<file path="src/rtl/pixel_align_pkg.sv">
// -----------------------------------------------------------------------------
// pixel_align_pkg
// Shared definitions for the pixel alignment delay line:
//   - default parameter constants
//   - fill-state enum (EMPTY, FILLING, PRIMED)
//   - clamp_delay(): maps a requested delay onto the legal range 1..max_delay
// No ports; imported by the interface, the lane sub-module and the top.
// -----------------------------------------------------------------------------
package pixel_align_pkg;

    localparam int PIXEL_W_DEF   = 8;
    localparam int CHANNELS_DEF  = 3;
    localparam int MAX_DELAY_DEF = 7;

    typedef enum logic [1:0] {
        EMPTY   = 2'd0,
        FILLING = 2'd1,
        PRIMED  = 2'd2
    } state_t;

    // A request of 0 would mean "no delay", which the line cannot express
    // without a combinational in->out path, so it is promoted to 1.
    function automatic int unsigned clamp_delay(input int unsigned req,
                                                input int unsigned max_delay);
        int unsigned res;
        if (req == 0)
            res = 1;
        else if (req > max_delay)
            res = max_delay;
        else
            res = req;
        return res;
    endfunction

endpackage

</file>
<file path="src/rtl/pixel_align_unit_if.sv">
// -----------------------------------------------------------------------------
// pixel_align_unit_if
// Bundles the stream and configuration signals of pixel_align_unit.
//   en         advance strobe
//   in_valid   / in_pixel    input sample stream
//   cfg_delay  / cfg_load    delay configuration (load also flushes)
//   out_valid  / out_pixel   delayed sample stream
//   primed     line filled to the active delay since the last flush
//   cur_delay  active delay
//   out_count  valid-output counter (only with PIXEL_ALIGN_STATS_EN)
// Modports: master drives the inputs (testbench / upstream), slave is the DUT.
// -----------------------------------------------------------------------------
interface pixel_align_unit_if #(
    parameter int PIXEL_W   = pixel_align_pkg::PIXEL_W_DEF,
    parameter int CHANNELS  = pixel_align_pkg::CHANNELS_DEF,
    parameter int MAX_DELAY = pixel_align_pkg::MAX_DELAY_DEF,
    parameter int DELAY_W   = $clog2(MAX_DELAY + 1)
) ();

    logic                          en;
    logic                          in_valid;
    logic [CHANNELS*PIXEL_W-1:0]   in_pixel;
    logic [DELAY_W-1:0]            cfg_delay;
    logic                          cfg_load;
    logic                          out_valid;
    logic [CHANNELS*PIXEL_W-1:0]   out_pixel;
    logic                          primed;
    logic [DELAY_W-1:0]            cur_delay;
`ifdef PIXEL_ALIGN_STATS_EN
    logic [15:0]                   out_count;
`endif

    modport master (
`ifdef PIXEL_ALIGN_STATS_EN
        input  out_count,
`endif
        output en, in_valid, in_pixel, cfg_delay, cfg_load,
        input  out_valid, out_pixel, primed, cur_delay
    );

    modport slave (
`ifdef PIXEL_ALIGN_STATS_EN
        output out_count,
`endif
        input  en, in_valid, in_pixel, cfg_delay, cfg_load,
        output out_valid, out_pixel, primed, cur_delay
    );

endinterface

</file>
<file path="src/rtl/pixel_shift_lane.sv">
// -----------------------------------------------------------------------------
// pixel_shift_lane
// One channel's MAX_DELAY x PIXEL_W shift register with a tap mux.
//   clk, rst  clock, asynchronous active-high reset
//   en        shift strobe
//   din       sample entering stage 1
//   tap       selected stage, 1..MAX_DELAY
//   dout      contents of stage 'tap'
// -----------------------------------------------------------------------------
module pixel_shift_lane
    import pixel_align_pkg::*;
#(
    parameter int PIXEL_W   = PIXEL_W_DEF,
    parameter int MAX_DELAY = MAX_DELAY_DEF,
    parameter int DELAY_W   = $clog2(MAX_DELAY + 1)
) (
    input  logic               clk,
    input  logic               rst,
    input  logic               en,
    input  logic [PIXEL_W-1:0] din,
    input  logic [DELAY_W-1:0] tap,
    output logic [PIXEL_W-1:0] dout
);

    logic [PIXEL_W-1:0] stage [MAX_DELAY];

    // NOTE: this storage is normally left unreset, but out_pixel must read 0
    // the instant rst asserts, so every stage sits on the async reset.
    always_ff @(posedge clk or posedge rst) begin
        if (rst) begin
            for (int k = 0; k < MAX_DELAY; k++)
                stage[k] <= '0;
        end else if (en) begin
            // NOTE: non-blocking makes every stage read its neighbour's old
            // value, so the loop order does not matter.
            stage[0] <= din;
            for (int k = 1; k < MAX_DELAY; k++)
                stage[k] <= stage[k-1];
        end
    end

    // Stage k is index k-1; an equality scan avoids an out-of-range index.
    always_comb begin
        // NOTE: default first so no path leaves dout unassigned (no latch).
        dout = '0;
        for (int k = 0; k < MAX_DELAY; k++)
            if (tap == DELAY_W'(k + 1))
                dout = stage[k];
    end

endmodule

</file>
<file path="src/rtl/pixel_align_unit.sv">
// -----------------------------------------------------------------------------
// pixel_align_unit
// Programmable-latency delay line for CHANNELS parallel pixel samples.
// Output is stage D of a MAX_DELAY-deep shift register, D = cur_delay.
//   clk   sole clock
//   rst   asynchronous active-high reset
//   bus   pixel_align_unit_if.slave (stream, configuration, status)
// Optional: define PIXEL_ALIGN_STATS_EN to add the 16-bit saturating
// bus.out_count of advances that leave out_valid high.
// -----------------------------------------------------------------------------
module pixel_align_unit
    import pixel_align_pkg::*;
#(
    parameter int PIXEL_W   = PIXEL_W_DEF,
    parameter int CHANNELS  = CHANNELS_DEF,
    parameter int MAX_DELAY = MAX_DELAY_DEF,
    parameter int DELAY_W   = $clog2(MAX_DELAY + 1)
) (
    input  logic               clk,
    input  logic               rst,
    pixel_align_unit_if.slave  bus
);

    localparam logic [DELAY_W-1:0] ONE = DELAY_W'(1);

    state_t                     state, state_n;
    logic [DELAY_W-1:0]         cur_delay, delay_n;
    logic [DELAY_W-1:0]         fill_cnt, fill_n;
    logic [DELAY_W-1:0]         load_delay;
    logic [MAX_DELAY-1:0]       vld, vld_n;
    logic [CHANNELS*PIXEL_W-1:0] pix_out;

    // Valid bit of stage d (1-based) of a valid vector.
    function automatic logic tap_valid(input logic [MAX_DELAY-1:0] v,
                                       input logic [DELAY_W-1:0]   d);
        logic r;
        r = 1'b0;
        for (int k = 0; k < MAX_DELAY; k++)
            if (d == DELAY_W'(k + 1))
                r = v[k];
        return r;
    endfunction

    assign load_delay = DELAY_W'(clamp_delay(32'(bus.cfg_delay), MAX_DELAY));
    assign delay_n    = bus.cfg_load ? load_delay : cur_delay;

    // ---------------- data lanes -------------------------------------------
    for (genvar c = 0; c < CHANNELS; c++) begin : g_lane
        pixel_shift_lane #(
            .PIXEL_W   (PIXEL_W),
            .MAX_DELAY (MAX_DELAY),
            .DELAY_W   (DELAY_W)
        ) u_lane (
            .clk  (clk),
            .rst  (rst),
            .en   (bus.en),
            .din  (bus.in_pixel[c*PIXEL_W +: PIXEL_W]),
            .tap  (cur_delay),
            .dout (pix_out[c*PIXEL_W +: PIXEL_W])
        );
    end

    // ---------------- valid tracking ---------------------------------------
    // A load flushes the in-flight valids; data registers keep their contents
    // and are masked by the cleared valids.
    always_comb begin
        vld_n = vld;
        if (bus.cfg_load) begin
            vld_n = '0;
            if (bus.en)
                vld_n[0] = bus.in_valid;
        end else if (bus.en) begin
            vld_n[0] = bus.in_valid;
            for (int k = 1; k < MAX_DELAY; k++)
                vld_n[k] = vld[k-1];
        end
    end

    // ---------------- fill state machine -----------------------------------
    always_comb begin
        state_n = state;
        fill_n  = fill_cnt;
        if (bus.cfg_load) begin
            if (bus.en) begin
                // The load edge itself is the first advance of the new fill.
                fill_n  = ONE;
                state_n = (load_delay == ONE) ? PRIMED : FILLING;
            end else begin
                fill_n  = '0;
                state_n = EMPTY;
            end
        end else if (bus.en) begin
            case (state)
                EMPTY: begin
                    fill_n  = ONE;
                    state_n = (cur_delay == ONE) ? PRIMED : FILLING;
                end
                FILLING: begin
                    // fill_cnt < cur_delay here, so the increment cannot wrap.
                    fill_n = fill_cnt + ONE;
                    if (fill_cnt + ONE >= cur_delay)
                        state_n = PRIMED;
                end
                PRIMED:  ;   // counter is saturated at D
                default: begin
                    fill_n  = '0;
                    state_n = EMPTY;
                end
            endcase
        end
    end

    always_ff @(posedge clk or posedge rst) begin
        if (rst) begin
            state     <= EMPTY;
            fill_cnt  <= '0;
            cur_delay <= DELAY_W'(MAX_DELAY);
            vld       <= '0;
        end else begin
            state     <= state_n;
            fill_cnt  <= fill_n;
            cur_delay <= delay_n;
            vld       <= vld_n;
        end
    end

    // ---------------- outputs ----------------------------------------------
    assign bus.out_pixel = pix_out;
    assign bus.out_valid = tap_valid(vld, cur_delay);
    assign bus.primed    = (state == PRIMED);
    assign bus.cur_delay = cur_delay;

`ifdef PIXEL_ALIGN_STATS_EN
    logic [15:0] out_count;

    // Counts advances whose post-edge out_valid is high, so the decision
    // uses the next-state valid vector and delay.
    always_ff @(posedge clk or posedge rst) begin
        if (rst)
            out_count <= '0;
        else if (bus.cfg_load)
            out_count <= '0;
        else if (bus.en && tap_valid(vld_n, delay_n) && (out_count != 16'hFFFF))
            out_count <= out_count + 16'd1;
    end

    assign bus.out_count = out_count;
`endif

endmodule

</file>
<file path="src/flat_wrapper.sv">
// flat-port wrapper written by rule: the top's interface ports become plain ports
module pixel_align_unit_flat import pixel_align_pkg::*;
#(
    parameter int PIXEL_W   = PIXEL_W_DEF,
    parameter int CHANNELS  = CHANNELS_DEF,
    parameter int MAX_DELAY = MAX_DELAY_DEF,
    parameter int DELAY_W   = $clog2(MAX_DELAY + 1)
)
  (clk, rst, bus_en, bus_in_valid, bus_in_pixel, bus_cfg_delay, bus_cfg_load, bus_out_valid, bus_out_pixel, bus_primed, bus_cur_delay);
  pixel_align_unit_if #(.PIXEL_W(PIXEL_W), .CHANNELS(CHANNELS), .MAX_DELAY(MAX_DELAY), .DELAY_W(DELAY_W)) bus_i ();
  input  logic clk;
  input  logic rst;
  input wire logic [$bits(bus_i.en)-1:0] bus_en;
  input wire logic [$bits(bus_i.in_valid)-1:0] bus_in_valid;
  input wire logic [$bits(bus_i.in_pixel)-1:0] bus_in_pixel;
  input wire logic [$bits(bus_i.cfg_delay)-1:0] bus_cfg_delay;
  input wire logic [$bits(bus_i.cfg_load)-1:0] bus_cfg_load;
  output wire logic [$bits(bus_i.out_valid)-1:0] bus_out_valid;
  output wire logic [$bits(bus_i.out_pixel)-1:0] bus_out_pixel;
  output wire logic [$bits(bus_i.primed)-1:0] bus_primed;
  output wire logic [$bits(bus_i.cur_delay)-1:0] bus_cur_delay;
  assign bus_i.en = bus_en;
  assign bus_i.in_valid = bus_in_valid;
  assign bus_i.in_pixel = bus_in_pixel;
  assign bus_i.cfg_delay = bus_cfg_delay;
  assign bus_i.cfg_load = bus_cfg_load;
  assign bus_out_valid = bus_i.out_valid;
  assign bus_out_pixel = bus_i.out_pixel;
  assign bus_primed = bus_i.primed;
  assign bus_cur_delay = bus_i.cur_delay;
  pixel_align_unit #(.PIXEL_W(PIXEL_W), .CHANNELS(CHANNELS), .MAX_DELAY(MAX_DELAY), .DELAY_W(DELAY_W)) u_core (.clk(clk), .rst(rst), .bus(bus_i));
endmodule
</file>
<file path="config.mk">
export PLATFORM = sky130hd
export DESIGN_NAME = pixel_align_unit_flat
export DESIGN_NICKNAME = d
export VERILOG_FILES = /design/src/rtl/pixel_align_pkg.sv /design/src/rtl/pixel_align_unit_if.sv /design/src/rtl/pixel_shift_lane.sv /design/src/rtl/pixel_align_unit.sv /design/src/flat_wrapper.sv
export SDC_FILE = /design/constraint.sdc
export NUM_CORES = 1
export LEC_CHECK = 0
export ABC_AREA = 1
export ABC_CLOCK_PERIOD_IN_PS = 8600
export BUFFER_PORTS_ARGS = -buffer_cell sky130_fd_sc_hd__buf_2
export CAP_MARGIN = 20
export CELL_PAD_IN_SITES_DETAIL_PLACEMENT = 1
export CELL_PAD_IN_SITES_GLOBAL_PLACEMENT = 1
export CORE_MARGIN = 2
export CORE_UTILIZATION = 45
export DETAILED_ROUTE_END_ITERATION = 16
export GPL_ROUTABILITY_DRIVEN = 1
export HOLD_SLACK_MARGIN = 0.02
export PLACE_DENSITY_LB_ADDON = 0.1
export SLEW_MARGIN = 20
export SYNTH_ARGS = -nofsm -noshare
export SYNTH_HDL_FRONTEND = slang
export SYNTH_SLANG_ARGS = --single-unit
</file>
<file path="constraint.sdc">
create_clock -name clk -period 8.6 [get_ports clk]
set_input_delay 1.29 -clock clk [delete_from_list [all_inputs] [get_ports clk]]
set_output_delay 1.29 -clock clk [all_outputs]
set_load 0.05 [all_outputs]
</file>
### Yosys cells after proc, flatten, opt, wreduce, memory -nomap -nowiden

Cells that the tools add are included.

* memories: 0
* bits in latches: 0
* output and inout bits: 29
* input port bits: 32
* memory bits (writable): 0
* memory bits (read-only): 0
* flip-flop bits (word level): 183

* shift-type cells: 0
* muxes and demuxes: 43
* multiply operators: 0
* divide/modulo/power cells: 0
* reductions and logical operators: 5
* $lt $le $gt $ge: 1
* equality and inequality tests: 12
* $add $sub $neg: 1
* bitwise logic cells: 0

Operators with widths (count)
* 8-bit two-way mux: 21
* 7-bit two-way mux: 2
* 3-bit equality test (second input constant): 4
* 2-bit two-way mux: 6
* 1-bit two-way mux: 9
* 3-bit two-way mux: 3
* 3-bit one-hot mux with 3 select lines: 1
* 3-bit by 1-bit equality test with 1-bit output (second input constant): 2
* 3-bit by 2-bit equality test with 1-bit output (second input constant): 2
* 2-bit one-hot mux with 3 select lines: 1
* 3-bit by 1-bit adder with 3-bit output (second input constant): 1
* 3-bit greater-or-equal comparator: 1
* 3-bit zero test: 1
* 3-bit by 2-bit != test with 1-bit output (second input constant): 1
* 3-bit AND reduction: 1
* 2-bit by 1-bit equality test with 1-bit output (second input constant): 1
* 2-bit equality test (second input constant): 1
* 2-bit zero test: 1
* 2-bit != test (second input constant): 1
* 2-bit AND reduction: 1
* 2-bit nonzero test: 1

### Depth between registers and ports, before layout

Gate-level depths: netlist (run 1).

* depth in word-level cells: 8
* gate-level depth with buffers: 10

### Cells and area by module

Synthesis (run 1) repeated with hierarchy kept, for this count alone.

* cells, all modules: 969
* area, all modules: 8689.6 µm²

By module, submodules not included
* pixel_shift_lane: area an instance 2611.3 µm², times used 3, cells an instance 287
* pixel_align_unit: area an instance 855.8 µm², times used 1, cells an instance 108

### Worst setup path before layout (run 1)

Ideal clock, no wire load.

* kind: flip-flop to output port
* start: reg u_core.cur_delay[0], in the netlist u_core.bus.cur_delay[0]
* end: out bus_out_pixel[14]
* arrival: 2.507 ns
* cell stages (with the launch flop): 7
* slack: 4.803 ns
* path buffers: 2
* required time: 7.310 ns
* cells stage by stage: dfstp_2 buf_2 clkbuf_1 a21oi_1 nand2_1 nand3_1 o21ai_0

* word-level cells in the longest chain between the ends: 8
* elaborated cells between the ends (all ways): 14
* classes of those cells: 7 x eq/ne; 7 x mux

Ends and longest elaborated chain
* start: declaration: RTL line pixel_align_unit.sv:27 `logic [DELAY_W-1:0] cur_delay, delay_n;`
* start signal: assignment: RTL line pixel_align_unit.sv:117 `cur_delay <= DELAY_W'(MAX_DELAY);`
* start signal: assignment: RTL line pixel_align_unit.sv:122 `cur_delay <= delay_n;`
* 3-bit by 1-bit equality test with 1-bit output: RTL line pixel_shift_lane.sv:47 `if (tap == DELAY_W'(k + 1))`
* 8-bit two-way mux (6 in a row): RTL line pixel_shift_lane.sv:47
* 8-bit two-way mux (*): RTL line pixel_shift_lane.sv:47
* end: declaration: RTL line flat_wrapper.sv:19 `output wire logic [$bits(bus_i.out_pixel)-1:0] bus_out_pixel;`

Every way passes the cells marked *; elsewhere a longest branch is shown, timed or not.

### Final worst setup path (run 1)

* start: reg u_core.cur_delay[0], in the netlist u_core.bus.cur_delay[0]
* end: out bus_out_pixel[9]

The elaborated chain is that of the path after synthesis.

==> results.md, run 1 <==
- Pin count of the biggest net entering global routing: around 110
- Share of layout cells above drive strength 1: ~10%
- Tcrit/Tclk final: between 60 and 70%
- Initial Utilization: 45.5%
- Post-CTS Setup Inserts: 0
- Critical-path cell list: inv_2, nor3_4, buf_4, inv_1, nand3_1, o21ai_0, buf_2
- Root Buffer: clkbuf_16
- Flops & latches, synth: 183
- Wire length per cell: 17.3 um
- Relative slew margins: 35.6%
- Post_cts resized: 0
- Row count: 50
- Hold buffers post-CTS: 0
- FF-to-FF End: u_core.state[0]
- R2R Setup Slk: slightly above 6 ns
- Worst Hold End: u_core.g_lane[0].u_lane.stage[32]
- Post-synthesis adder-cell area fraction: 0.592%
- Die area: 19900 sq um
- Detailed Route WL: 22700 um
- Post-synthesis xor/xnor area fraction: 0.104%
- N_diodes: 0
- Mapped Avg Cell Area: 8.06 sq um
- Yosys top cell area share: 53.3%
- Num Clock Sinks: 183
- Nets@finish: about 1100
- Initial antenna violation count: 0
- Main combinational cell family by area after synthesis: simple AND/OR/NAND/NOR gates
- Critical R2R Launch: u_core.bus.cur_delay[2]
- Slew Viols, Final: 0
- Hold depth: 2
- Worst Reg2Reg Path Length in Cells: 6
- Outcome: completed
- Num CTS Buffers: 17
- Maxcap violations: 0
- Drt via density: 5.37
- Die Ht: between 100 and 150 um
- Drt pass-1 iters: 5
- P_sw: 0.000748 W
- Worst path slowest cell: dfstp_2
- Most numerous cell in the Yosys netlist: nand2_1
- Layout area overhead: 11.8%
- Vias in the first global route: 7321
- Cells after Synth: 1049
- Worst Hold Class: reg2reg
- Tot Pwr: around 0.0024 W
- Final setup skew: 0.00842 ns
- Area leader, netlist: dfrtp_1
- Post-synthesis compound-gate area fraction: 13.9%
- Synth cell types: 23
- RSZ-0062 raised after global routing: no
- Tot GR Track Use: 24.1%
- Syn Std Cell Area: 8450 sq um
- Setup Viol. Count Final: 0
- Max stage delay on crit path: 1.17 ns
- Type of the worst setup path: reg2out
- Mux share of post-synthesis cell area: 0%
- CTS clock-pin slew for the worst setup and hold paths: 0.07 ns
- Maximum clock rate: 185 MHz
- Max IR drop VDD: 0.147 mV
- Logic pwr share: 19.1%
- Sequential power share: 44.8%
- Core area: between 15000 and 20000 sq um
- Simple-gate portion of the synthesized area: around 22%
- Clk_lat worst skew: roughly 0.43 ns
- Post-DP HPWL: 14000 um
- Fillers: 2272
- Final Hold Viols: 0
- Port Buffers: 60
- Die X: roughly 140 um
- YS warnings: 0
- H-tree depth: 4
- # IOs: 61
- Syn nets: 1085
- Final TNS setup: 0 ns
- Pleak: 4.49 nW
- Clock Path Buffers: 2
- Req. time, crit path: 7.31 ns
- Pint: 0.00160 W
- Sw frac: 31.8%
- Clk pwr share: 36.1%
- DR vias: 7067
- Sequential area share after synthesis: 54.2%
- CTS tree: done
- Placer Congestion: 0.771
- Total congestion overflow: 0
- DRC Markers: 0
- Post-synth EDFFs: 0
- CP arrival: 4.10 ns
- Async set or reset register ratio after synthesis: 100%
- Top FF cell, synth: dfrtp_1
- Min-delay src: u_core.g_lane[0].u_lane.stage[40]
- Worst setup EP type: output port
- 1st-iter DRT viols: 487
- Worst Tran Pin Value: 0.966 ns
- Max FO, Critical Path: 38
- Ranking of synthesized cells by area: dfrtp_1 (53%), nand2_1 (16%), o21ai_0 (11%), inv_1 (4.6%), nand4_1 (3.0%)
- ANT nets after route: 0
- Power per cell area: approximately 250 nW/um^2
- Crit path time final: around 5.4 ns
- First-pass GRT wire length: approximately 38000 um
- Commonest cells post-synth: nand2_1 (355), o21ai_0 (184), dfrtp_1 (180)
- CP Launch Type: flip-flop
state kept, by name (all words and copies together) (netlist names):
signal                      count
u_core.fill_cnt                 3
u_core.vld                      7
u_core.state                    2
u_core.g_lane.u_lane.stage    168
u_core.bus.cur_delay            3
layout by cell type (no fill, tap or decap), drive strengths merged:
cell	Yosys	final
nand2	355	355
nor2	13	13
dfstp	3	3
clkbuf	29	21
nand3b	1	1
buf	40	69
o31ai	2	2
o211ai	14	14
clkinvlp	0	5
nand4	40	40
xor2	1	1
nand3	42	42
bufinv	0	4
ha	4	4
o21ai	185	185
dfrtp	180	180
inv	109	109
nor3	5	5
clkinv	0	2
a21oi	26	26
cells by family after synthesis:
family          after synthesis
compound gates              227
flops                       183
xor+xnor                      1
fa+ha+maj                     4
buf+inv                     178
simple gates                456
layout make-up:
type / count / area, sq um / share of cell area [%]
Inverter: 109 / 419 / 4.44
Multi-Input combinational cell: 688 / 3130 / 33.2
Tap cell: 234 / 293 / 3.10
Clock inverter: 11 / 171 / 1.81
Sequential cell: 183 / 4580 / 48.5
Timing Repair Buffer: 69 / 378 / 4.00
Clock buffer: 21 / 470 / 4.98
critical path, delay by kind of cell, from the launching register on:
family / cells / cell delay (ns)
AOI/OAI and AO/OA: 1 / 0.07
buffers and inverters: 4 / 1.36
and+or+nand+nor: 2 / 1.04
DFF: 1 / 1.17
metal layers:
layer,vias to the layer above,global-route usage (%),wire length [um]
met2,120,40.5,11200
met3,20,3.29,704
met1,3510,33.3,10600
met4,0,6.32,271
met5,-,0,0
li1,3417,-,-
power groups by stage:
stage | clock network, W | registers, W | logic (W)
3_5_place_dp | 0 | 0.00107 | 0.000454
6_report | 0.000848 | 0.00105 | 0.000450
3_3_place_gp | 0 | 0.00106 | 0.000444
2_1_floorplan | 0 | 0.00104 | 0.000344
5_1_grt | 0.000890 | 0.00107 | 0.000510
4_1_cts | 0.000857 | 0.00105 | 0.000458
worst max path at each step:
stage / start / end / slack, ns
global route: u_core.bus.cur_delay[0] / bus_out_pixel[14] / 2.96
detailed placement: u_core.bus.cur_delay[0] / bus_out_pixel[15] / 3.63
floorplan: rst / u_core.fill_cnt[0] / 2.34
finish: u_core.bus.cur_delay[0] / bus_out_pixel[9] / 3.21
global placement: u_core.bus.cur_delay[0] / bus_out_pixel[9] / 3.69
CTS: u_core.bus.cur_delay[0] / bus_out_pixel[15] / 3.16
stage by stage:
step	cell area [sq um]	utilization, %	setup WS, ns	std cells	hold slack, ns
after floorplan	8450	-	2.34	1049	0.442
after global placement	8800	47.4	3.69	1283	0.459
after detailed placement	8800	47.4	3.63	1283	0.470
after CTS	9440	50.8	3.16	1315	0.486
after global routing	9450	50.8	2.96	1315	0.510
final	9450	50.8	3.21	1315	0.481
Power figures use the tool's default switching activity.
==> run 2: changes to the inputs <==
--- a/config.mk
+++ b/config.mk
@@ -6,7 +6,7 @@
 export NUM_CORES = 1
 export LEC_CHECK = 0
 export ABC_AREA = 1
-export ABC_CLOCK_PERIOD_IN_PS = 8600
+export ABC_CLOCK_PERIOD_IN_PS = 5200
 export BUFFER_PORTS_ARGS = -buffer_cell sky130_fd_sc_hd__buf_2
 export CAP_MARGIN = 20
 export CELL_PAD_IN_SITES_DETAIL_PLACEMENT = 1
==> constraint.sdc (replaced) <==
create_clock -name clk -period 5.2 [get_ports clk]
set_input_delay 0.78 -clock clk [delete_from_list [all_inputs] [get_ports clk]]
set_output_delay 0.78 -clock clk [all_outputs]
set_load 0.05 [all_outputs]
==> run 2 against run 1 <==
Clock-buffer cell count down 2. Core utilization down 0.36 points. Cell area down 0.72%. Clock skew up 0.00054 ns. Die area unchanged. Sequential share of layout area up 0.35 points. Combinational power up 68%. Non-clock buffer count up 4. Worst hold slack worse by 0.0047 ns. Total power up 58%. Cell count up 0.30%. Sequential power up 65%.
==> results.md, run 2 (synthesized netlist as in run 1, its figures left out) <==
- # IOs: 61
- Maximum clock rate: 249 MHz
- RSZ-0062 raised after global routing: no
- Final setup skew: between 0.008 and 0.009 ns
- Power per cell area: ~400 nW/um^2
- 1st-iter DRT viols: 370
- Final TNS setup: 0 ns
- Clock Path Buffers: 2
- Placer Congestion: 0.765
- Biggest register: u_core.g_lane.u_lane.stage
- Req. time, crit path: 4.42 ns
- Type of the worst setup path: reg2out
- Pin count of the biggest net entering global routing: 89
- DR vias: 7140
- CP Launch Type: flip-flop
- Pint: 0.00245 W
- R2R Setup Slk: between 2 and 3 ns
- Initial antenna violation count: 0
- Cells after DPL: approximately 1300
- Root Buffer: clkbuf_16
- CP arrival: 3.23 ns
- Outcome: completed
- Vias in the first global route: 7279
- Wire length per cell: ~17 um
- Fillers: 2298
- Crit path time final: 4.01 ns
- Post-Route Utilization: 50.5%
- Worst Tran Pin Value: about 0.85 ns
- Post-DP HPWL: approximately 14000 um
- Critical path buffers and inverters: 3
- Share of layout cells above drive strength 1: 10.7%
- N_diodes: 0
- Initial Utilization: between 40% and 50%
- Tcrit/Tclk final: roughly 77%
- Layout area overhead: 11.0%
- Die X: between 100 and 150 um
- PnR worst setup slack: approximately 1.2 ns
- DRC Markers: 0
- Hold buffers post-CTS: 0
- Post_cts resized: 0
- Total congestion overflow: 0
- Sw frac: 34.1%
- Row count: 50
- Relative slew margins: between 40% and 50%
- Num Clock Sinks: 183
- Die Ht: between 100 and 150 um
- CTS clock-pin slew for the worst setup and hold paths: 0.07 ns
- Worst path slowest cell: dfstp_2
- Max stage delay on crit path: between 0.8 and 0.9 ns
- Worst slack, placed: 1.64 ns
- Tot GR Track Use: between 20% and 30%
- Commonest non-fill, non-tap cell in the layout: nand2_1
- Finished Cell Area: 9380 sq um
- Critical-path cell list: inv_2, nor3_4, buf_4, nand2_1, nand3_1, o21ai_0, buf_2
- Port Buffers: 60
- First-pass GRT wire length: 38300 um
- Commonest non-fill, non-tap cells in the layout: nand2_1 (355), o21ai_0 (184), dfrtp_1 (180)
- Num CTS Buffers: 17
- Core area: 18600 sq um
- Sequential power share: 46.6%
- Final Hold Viols: 0
- P_sw: 0.00127 W
- Clk_lat worst skew: 0.43 ns
- Max IR drop VDD: 0.250 mV
- Regs by FF count: u_core.g_lane.u_lane.stage x168, u_core.vld x7
- Maxcap violations: 0
- Max reg flops: approximately 170
- DP Area: 8830 sq um
- Top Family by Delay on Critical Path: buffers and inverters
- Drt via density: approximately 5.4
- Post-CTS Setup Inserts: 0
- Pleak: 4.46 nW
- CTS tree: done
- Worst Hold Class: reg2reg
- Die area: about 20000 sq um
- Worst setup EP type: output port
- Drt pass-1 iters: 5
- Final Non-Filler Cells: 1319
- Setup Viol. Count Final: 0
- H-tree depth: 4
- Clk pwr share: 33.0%
- Detailed Route WL: 23000 um
- Logic pwr share: 20.4%
- Slew Viols, Final: 0
- Nets@finish: 1108
- ANT nets after route: 0
- Max FO, Critical Path: 41
==> run 2: layout make-up <==
cell class	instances	area, sq um	area share (%)
sequential	183	4580	48.9
multi-input combinational	688	3130	33.4
clock buffer	19	453	4.83
inverter	109	415	4.43
timing repair buffer	73	404	4.31
tap	234	293	3.12
clock inverter	13	98.8	1.05
==> run 2: final timing paths <==
kind | start | end | depth (start not counted)
max | u_core.bus.cur_delay[2] | bus_out_pixel[14] | 7
min | u_core.vld[6] | u_core.vld[6] | 2
max reg2reg | u_core.bus.cur_delay[2] | u_core.state[1] | 7
min reg2reg | u_core.vld[6] | u_core.vld[6] | 2
max in group asynchronous | rst | u_core.g_lane[0].u_lane.stage[52] | 3
min in group asynchronous | rst | u_core.g_lane[1].u_lane.stage[55] | 2
==> run 2: power groups by stage <==
stage               combinational (W)  clock [W]  sequential, W
finish                       0.000757    0.00123        0.00173
detailed placement           0.000765          0        0.00176
global route                 0.000855    0.00130        0.00175
global placement             0.000746          0        0.00175
floorplan                    0.000569          0        0.00172
CTS                          0.000770    0.00125        0.00173
==> run 2: layer usage <==
| layer | track usage (%) | vias to the layer above | wire (um) |
|---|---|---|---|
| li1 | - | 3424 | - |
| met5 | 0 | - | 0 |
| met1 | 34.0 | 3576 | 10800 |
| met3 | 3.29 | 22 | 683 |
| met2 | 40.6 | 118 | 11300 |
| met4 | 5.84 | 0 | 263 |
==> run 2: worst min-delay path, delay by kind of cell (launching register included) <==
family | cells | cell delay [ns]
flip-flops | 1 | 0.34
AND/OR/NAND/NOR | 2 | 0.11
==> run 2: stage by stage <==
step	hold WS [ns]	total power [W]
after floorplan	0.442	0.00229
after global placement	0.461	0.00249
after detailed placement	0.465	0.00252
after CTS	0.482	0.00375
after global routing	0.502	0.00391
final	0.477	0.00372
